--- src/rtl/uart_result_fmt_pkg.sv ---
// Shared definitions for the calculator result formatter: state encoding,
// ASCII constants and the decimal weight table.
package uart_result_fmt_pkg;

    typedef enum logic [2:0] {
        S_IDLE,
        S_CONV,
        S_SEND,
        S_WAIT,
        S_GAP
    } state_t;

    localparam logic [7:0] ASC_MINUS = 8'h2D;
    localparam logic [7:0] ASC_ZERO  = 8'h30;
    localparam logic [7:0] ASC_E     = 8'h45;
    localparam logic [7:0] ASC_R     = 8'h52;
    localparam logic [7:0] ASC_CR    = 8'h0D;
    localparam logic [7:0] ASC_LF    = 8'h0A;

    localparam int FRAME_TICKS_DEF = 11;

    function automatic logic [15:0] weight(input logic [2:0] k);
        case (k)
            3'd0:    weight = 16'd10000;
            3'd1:    weight = 16'd1000;
            3'd2:    weight = 16'd100;
            3'd3:    weight = 16'd10;
            default: weight = 16'd1;
        endcase
    endfunction

endpackage

--- src/rtl/uart_result_fmt_if.sv ---
// Result input and transmitter-side signals of the formatter.
// master = upstream / transmitter side, slave = formatter.
interface uart_result_fmt_if;
    logic        res_valid;
    logic [15:0] res_data;
    logic        res_err;
    logic        res_ready;
    logic        txen;
    logic [7:0]  tx_data;
    logic        valid;
    logic        busy;

    modport master (
        output res_valid, res_data, res_err, txen,
        input  res_ready, tx_data, valid, busy
    );

    modport slave (
        input  res_valid, res_data, res_err, txen,
        output res_ready, tx_data, valid, busy
    );
endinterface

--- src/rtl/uart_result_fmt_bin2dec_seq.sv ---
// Sequential binary-to-decimal converter by repeated subtraction, one
// compare per cycle, with leading-zero suppression (units digit always sent).
module bin2dec_seq
    import uart_result_fmt_pkg::*;
(
    input  logic        clk,
    input  logic        n_rst,
    input  logic        start,
    input  logic [15:0] mag,
    output logic        dig_vld,
    output logic [7:0]  dig_ascii,
    output logic        done
);

    logic [15:0] rem;
    logic [2:0]  k;
    logic [3:0]  digit;
    logic        seen;
    logic        active;
    logic [15:0] w;

    assign w = weight(k);

    always_ff @(posedge clk or negedge n_rst) begin
        if (!n_rst) begin
            rem       <= '0;
            k         <= '0;
            digit     <= '0;
            seen      <= 1'b0;
            active    <= 1'b0;
            dig_vld   <= 1'b0;
            dig_ascii <= '0;
            done      <= 1'b0;
        end else begin
            dig_vld <= 1'b0;
            done    <= 1'b0;
            if (start) begin
                rem    <= mag;
                k      <= '0;
                digit  <= '0;
                seen   <= 1'b0;
                active <= 1'b1;
            end else if (active) begin
                if (rem >= w) begin
                    rem   <= rem - w;
                    digit <= digit + 4'd1;
                end else begin
                    if (digit != 4'd0 || seen || k == 3'd4) begin
                        dig_vld   <= 1'b1;
                        dig_ascii <= ASC_ZERO + {4'd0, digit};
                    end
                    if (digit != 4'd0) seen <= 1'b1;
                    digit <= '0;
                    if (k == 3'd4) begin
                        k      <= '0;
                        active <= 1'b0;
                        done   <= 1'b1;
                    end else begin
                        k <= k + 3'd1;
                    end
                end
            end
        end
    end

endmodule

--- src/rtl/uart_result_fmt.sv ---
// Formats a signed 16-bit result (or error) as decimal ASCII and paces the
// characters to the UART transmitter by counting its baud ticks.
module uart_result_fmt
    import uart_result_fmt_pkg::*;
#(
    parameter int FRAME_TICKS = FRAME_TICKS_DEF,
    parameter bit EOL_EN      = 1'b1
) (
    input  logic            clk,
    input  logic            n_rst,
    uart_result_fmt_if.slave bus
);

    localparam logic [3:0] FT = 4'(FRAME_TICKS);

    state_t      state;
    logic [7:0]  chars [8];
    logic [3:0]  len;
    logic [3:0]  idx;
    logic [3:0]  tick_cnt;
    logic        valid_q;
    logic [7:0]  tx_q;

    logic        neg;
    logic [15:0] mag;
    logic        start;
    logic        dig_vld;
    logic [7:0]  dig_ascii;
    logic        done;
    logic [3:0]  base;
    logic [3:0]  idx_nx;
    logic [7:0]  first_ch;

    assign neg    = bus.res_data[15] & ~bus.res_err;
    assign mag    = neg ? (~bus.res_data + 16'd1) : bus.res_data;
    assign start  = (state == S_IDLE) && bus.res_valid && !bus.res_err;
    assign base   = len + {3'd0, dig_vld};
    assign idx_nx = idx + 4'd1;
    // The units digit lands in the same cycle as done, so an unsigned result
    // has not reached the buffer yet when the first character is launched.
    assign first_ch = (len == 4'd0) ? dig_ascii : chars[0];

    bin2dec_seq u_conv (
        .clk       (clk),
        .n_rst     (n_rst),
        .start     (start),
        .mag       (mag),
        .dig_vld   (dig_vld),
        .dig_ascii (dig_ascii),
        .done      (done)
    );

    always_ff @(posedge clk or negedge n_rst) begin
        if (!n_rst) begin
            state    <= S_IDLE;
            len      <= '0;
            idx      <= '0;
            tick_cnt <= '0;
            valid_q  <= 1'b0;
            tx_q     <= '0;
            for (int i = 0; i < 8; i++) chars[i] <= '0;
        end else begin
            valid_q <= 1'b0;
            case (state)
                S_IDLE: if (bus.res_valid) begin
                    for (int i = 0; i < 8; i++) chars[i] <= '0;
                    idx      <= '0;
                    tick_cnt <= '0;
                    if (bus.res_err) begin
                        chars[0] <= ASC_E;
                        chars[1] <= ASC_R;
                        chars[2] <= ASC_R;
                        if (EOL_EN) begin
                            chars[3] <= ASC_CR;
                            chars[4] <= ASC_LF;
                            len      <= 4'd5;
                        end else begin
                            len <= 4'd3;
                        end
                        valid_q <= 1'b1;
                        tx_q    <= ASC_E;
                        state   <= S_SEND;
                    end else begin
                        if (neg) chars[0] <= ASC_MINUS;
                        len   <= neg ? 4'd1 : 4'd0;
                        state <= S_CONV;
                    end
                end
                S_CONV: begin
                    if (dig_vld) chars[len[2:0]] <= dig_ascii;
                    if (done) begin
                        if (EOL_EN) begin
                            chars[base[2:0]]        <= ASC_CR;
                            chars[base[2:0] + 3'd1] <= ASC_LF;
                            len <= base + 4'd2;
                        end else begin
                            len <= base;
                        end
                        valid_q <= 1'b1;
                        tx_q    <= first_ch;
                        state   <= S_SEND;
                    end else begin
                        len <= base;
                    end
                end
                S_SEND: begin
                    tick_cnt <= '0;
                    state    <= S_WAIT;
                end
                S_WAIT: begin
                    if (tick_cnt == FT) state <= S_GAP;
                    else if (bus.txen) tick_cnt <= tick_cnt + 4'd1;
                end
                S_GAP: begin
                    if (idx_nx == len) begin
                        idx   <= '0;
                        state <= S_IDLE;
                    end else begin
                        idx     <= idx_nx;
                        valid_q <= 1'b1;
                        tx_q    <= chars[idx_nx[2:0]];
                        state   <= S_SEND;
                    end
                end
                default: state <= S_IDLE;
            endcase
        end
    end

    assign bus.res_ready = (state == S_IDLE);
    assign bus.busy      = (state != S_IDLE);
    assign bus.valid     = valid_q;
    assign bus.tx_data   = tx_q;

endmodule

--- src/flat_wrapper.sv ---
// flat-port wrapper written by rule: the top's interface ports become plain ports
module uart_result_fmt_flat import uart_result_fmt_pkg::*;
#(
    parameter int FRAME_TICKS = FRAME_TICKS_DEF,
    parameter bit EOL_EN      = 1'b1
)
  (clk, n_rst, bus_res_valid, bus_res_data, bus_res_err, bus_txen, bus_res_ready, bus_tx_data, bus_valid, bus_busy);
  uart_result_fmt_if bus_i ();
  input  logic clk;
  input  logic n_rst;
  input wire logic [$bits(bus_i.res_valid)-1:0] bus_res_valid;
  input wire logic [$bits(bus_i.res_data)-1:0] bus_res_data;
  input wire logic [$bits(bus_i.res_err)-1:0] bus_res_err;
  input wire logic [$bits(bus_i.txen)-1:0] bus_txen;
  output wire logic [$bits(bus_i.res_ready)-1:0] bus_res_ready;
  output wire logic [$bits(bus_i.tx_data)-1:0] bus_tx_data;
  output wire logic [$bits(bus_i.valid)-1:0] bus_valid;
  output wire logic [$bits(bus_i.busy)-1:0] bus_busy;
  assign bus_i.res_valid = bus_res_valid;
  assign bus_i.res_data = bus_res_data;
  assign bus_i.res_err = bus_res_err;
  assign bus_i.txen = bus_txen;
  assign bus_res_ready = bus_i.res_ready;
  assign bus_tx_data = bus_i.tx_data;
  assign bus_valid = bus_i.valid;
  assign bus_busy = bus_i.busy;
  uart_result_fmt #(.FRAME_TICKS(FRAME_TICKS), .EOL_EN(EOL_EN)) u_core (.clk(clk), .n_rst(n_rst), .bus(bus_i));
endmodule
--- config.mk ---
export PLATFORM = sky130hd
export DESIGN_NAME = uart_result_fmt_flat
export DESIGN_NICKNAME = d
export VERILOG_FILES = /design/src/rtl/uart_result_fmt_pkg.sv /design/src/rtl/uart_result_fmt_if.sv /design/src/rtl/uart_result_fmt_bin2dec_seq.sv /design/src/rtl/uart_result_fmt.sv /design/src/flat_wrapper.sv
export SDC_FILE = /design/constraint.sdc
export NUM_CORES = 1
export LEC_CHECK = 0
export CAP_MARGIN = 20
export CORE_ASPECT_RATIO = 0.75
export CORE_MARGIN = 2
export CORE_UTILIZATION = 49
export DETAILED_ROUTE_END_ITERATION = 12
export DONT_BUFFER_PORTS = 1
export GPL_ROUTABILITY_DRIVEN = 0
export GPL_TIMING_DRIVEN = 1
export PLACE_DENSITY = 0.61
export SLEW_MARGIN = 20
export SYNTH_ARGS = -nofsm -noshare
export SYNTH_HDL_FRONTEND = slang
export SYNTH_HIERARCHICAL = 1
export SYNTH_SLANG_ARGS = --single-unit
export TNS_END_PERCENT = 5
--- constraint.sdc ---
create_clock -name clk -period 5.3 [get_ports clk]
set_input_delay 0.53 -clock clk [delete_from_list [all_inputs] [get_ports clk]]
set_output_delay 0.53 -clock clk [all_outputs]
set_load 0.01 [all_outputs]
==> summary.txt <==
Floorplan
  • Site Rows: around 40
  • Die Ht: 116 um
  • Initial Util: slightly below 50%
  • Core region area: 16700 um^2
  • Number of primary I/O pins: 32
  • Die Footprint: approximately 18000 um^2
  • Die Width: 154 um

Logic synthesis
  • Post-synthesis cell count: 900
  • Post-Synth XOR/XNOR Area: 3.94%
  • Yosys reg bits: between 100 and 150
  • Cell variety after synth: 90
  • Syn. warnings: 6
  • Ys flop type: dfrtp_1
  • Largest family of logic cells by synthesized area: compound AO/OA/AOI/OAI gates
  • Simple-gate share of the synthesized area: ~18%
  • Multiplexer share of the synthesized area: 9.93%
  • Sequential share of the synthesized area: a little over a third
  • Synth Area in Compound Gates: 21.8%
  • Ys async rst share: 100%
  • Mean post-synth cell area: 9.18 um^2
  • Post-Syn Area: 8260 um^2
  • Post-synth EDFFs: 0
  • Synth Area in Adders: 4.03%

Timing
  • Setup Skew: 7.53 ps
  • WHS: 71.7 ps
  • Setup_tns: 0 ps
  • Slew @ Worst Pin: 1160 ps
  • Fmax: ~0.27 GHz
  • Part of the cycle the worst path needs: 70.7%
  • Final hold violations: 0
  • Unrepaired setup endpoints after global routing: no
  • Slew margin rel.: 22.0%
  • Min Tclk post-route: ~3700 ps
  • # setup viols final: 0
  • Max-slew violations: 0

Status
  • Outcome: finished, final reports clean

Setup path
  • Worst-path fanout max: 20
  • Crit path kind: flop to flop
  • Worst path cell trace: inv_1 > ha_1 > o21ai_0 > and3_1 > ha_1 > inv_1 > fa_1 > nand3_1 > and3_1 > o221ai_4 > o21ai_2 > mux2i_1 > mux2_2
  • Critical Path Max Stage Delay: around 800 ps
  • Worst R2R Start: u_core/u_conv/k[0]
  • Crit. Startpoint: u_core/u_conv/k[0]
  • Req. time, crit path: 5610 ps
  • Crit path capture type: flop
  • Slowest CP cell: o21ai_2
  • Startpoint Class: flop
  • Data arrival, critical path: just over 4000 ps

Route
  • Routed wl met3: 2.45 mm
  • Met2 WL: around 10 mm
  • Post-route DRC violation count: 0
  • Vias: 7214
  • Antenna-violating nets left: 0
  • Routed len/inst: 21.7 um
  • Top sig layer: met4
  • Number of DRC markers in iteration 0: approximately 790
  • Initial DRT Pass Iterations: 5
  • Post-Route WL: 23.8 mm
  • DR vias/cell: ~6.6
  • M1 WL: 10.9 mm

GRT
  • Largest net degree at the start of global routing: approximately 120
  • Initial antenna violation count: 0
  • GR Util All Layers: 27.4%
  • First-pass GRT wire length: 38.0 mm
  • Gr ovfl total: 0
  • Vias in the first global route: 6839

Clock network
  • CTS sink count: 120
  • H-tree depth: 4
  • CTS max path bufs: 2
  • Clk pin slew, worst setup/hold paths: 60 ps
  • Root Buffer: clkbuf_16
  • Worst-Skew Late Latency: 430 ps
  • CTS tree: done
  • TritonCTS Buffers: 17
  • Setup Buffers After CTS: 0

Power and ir drop
  • PD cells: 697 nW/um^2
  • Leak pwr: between 3 and 4 nW
  • Max VDD drop: roughly 0.24 mV

Placement
  • Post-DP HPWL: 16.8 mm
  • Port bufs: 0

Job
  • Maxcap violations: 0

Cells and area
  • P&R area growth vs syn: 8.34%
  • ANT cells: 0
  • Share of cells above drive strength 1: 11.3%
  • Final #Nets: 917

Min path
  • Hold Crit Class: input pin to asynchronous set/reset pin
-- where the power goes --
part	internal [W]	switching [W]
Combinational	0.00134	0.00196
Clock	0.000797	0.000472
Sequential	0.00122	0.000451
-- cell usage after synthesis (12+ instances only) --
master,instances,area (um^2)
nand2_1,79,297
clkbuf_1,37,139
dfrtp_1,120,3000
xnor2_1,18,158
mux2i_1,25,250
mux4_2,16,360
o21ai_0,68,340
nor3_1,20,100
nand4_1,12,75.1
nor2b_1,15,93.8
nor2_1,76,285
inv_1,29,109
nand3_1,31,155
xor2_1,14,123
a31oi_1,14,87.6
ha_1,25,313
a21oi_1,82,410
-- worst max-delay path, delay by kind of cell, from the launching register on --
| family | cells | cell delay, ps |
|---|---|---|
| fa+ha+maj | 3 | 770 |
| flops | 1 | 400 |
| compound gates | 3 | 1320 |
| buf+inv | 2 | 150 |
| simple gates | 3 | 550 |
| mux | 2 | 450 |
-- placed cells by master, fill, tap and decap left out, types with 9 or more instances in the layout --
cell type and n:
inv_1 29, nand3_1 31, nor2b_1 15, ha_1 25
nand2_1 79, xor2_1 14, mux4_2 16, buf_4 10
o21ai_0 68, a221o_1 9, a21oi_1 82, nor2_1 75
and3_1 10, a31oi_1 14, dfrtp_1 120, nand4_1 12
clkbuf_16 17, mux2i_1 25, o21a_1 10, xnor2_1 18
nor3_1 20, a22o_1 11
-- final timing paths --
kind                                        endpoint  slack, ps  cells after the start
max in group asynchronous           u_core/chars[11]       4760                      1
worst max register to register  u_core/u_conv/rem[0]       1550                     13
worst min-delay path              u_core/tick_cnt[3]         70                      1
min in group clk                     u_core/state[0]        230                      1
worst max-delay path            u_core/u_conv/rem[0]       1550                     13
worst min register to register      u_core/chars[47]        490                      1
-- routing by layer --
layer  vias up  global-route usage (%)
li1       3276                       -
met1      3537                    39.7
met2       357                    40.5
met3        44                    6.86
met4         0                    8.54
met5         -                       0
-- flip-flops by register name (all words and copies together) (netlist names) --
| register | flops |
|---|---|
| u_core/state | 3 |
| u_core/len | 4 |
| u_core/idx | 4 |
| u_core/u_conv/active | 1 |
| u_core/bus.tx_data | 8 |
| u_core/u_conv/dig_vld | 1 |
| u_core/tick_cnt | 4 |
| u_core/u_conv/rem | 16 |
| u_core/u_conv/seen | 1 |
| u_core/u_conv/digit | 4 |
| u_core/u_conv/dig_ascii | 5 |
| u_core/u_conv/k | 3 |
| u_core/chars | 64 |
| u_core/bus.valid | 1 |
| u_core/u_conv/done | 1 |
-- stage by stage --
step,utilization [%],power (W),cells,instance area [um^2],worst slack (ps)
2_1_floorplan,-,0.00414,901,8270,2290
3_3_place_gp,49.6,0.00474,1065,8280,1720
3_5_place_dp,49.6,0.00485,1065,8280,1590
4_1_cts,53.6,0.00616,1098,8940,1580
5_1_grt,53.7,0.00665,1098,8950,1260
6_report,53.7,0.00623,1098,8950,1550
-- cell type report --
class	instances	area [um^2]
clock inverters	15	214
fillers	1435	7720
repair buffers	11	103
inverters	30	113
flip-flops and latches	120	3000
well taps	215	269
multi-input cells	690	4820
clock buffers	17	425
-- timing repair --
action,CTS,global route
gates resized for setup,0,0
endpoints found under the hold margin,120,0
hold buffers,1,0
-- kinds of logic after synthesis --
family / Yosys count
AO/OA/AOI/OAI: 272
XOR/XNOR: 34
adder cells (fa/ha/maj): 26
buffers and inverters: 91
flip-flops: 120
multiplexers: 57
other: 1
AND/OR/NAND/NOR: 299
Power figures use the tool's default switching activity.
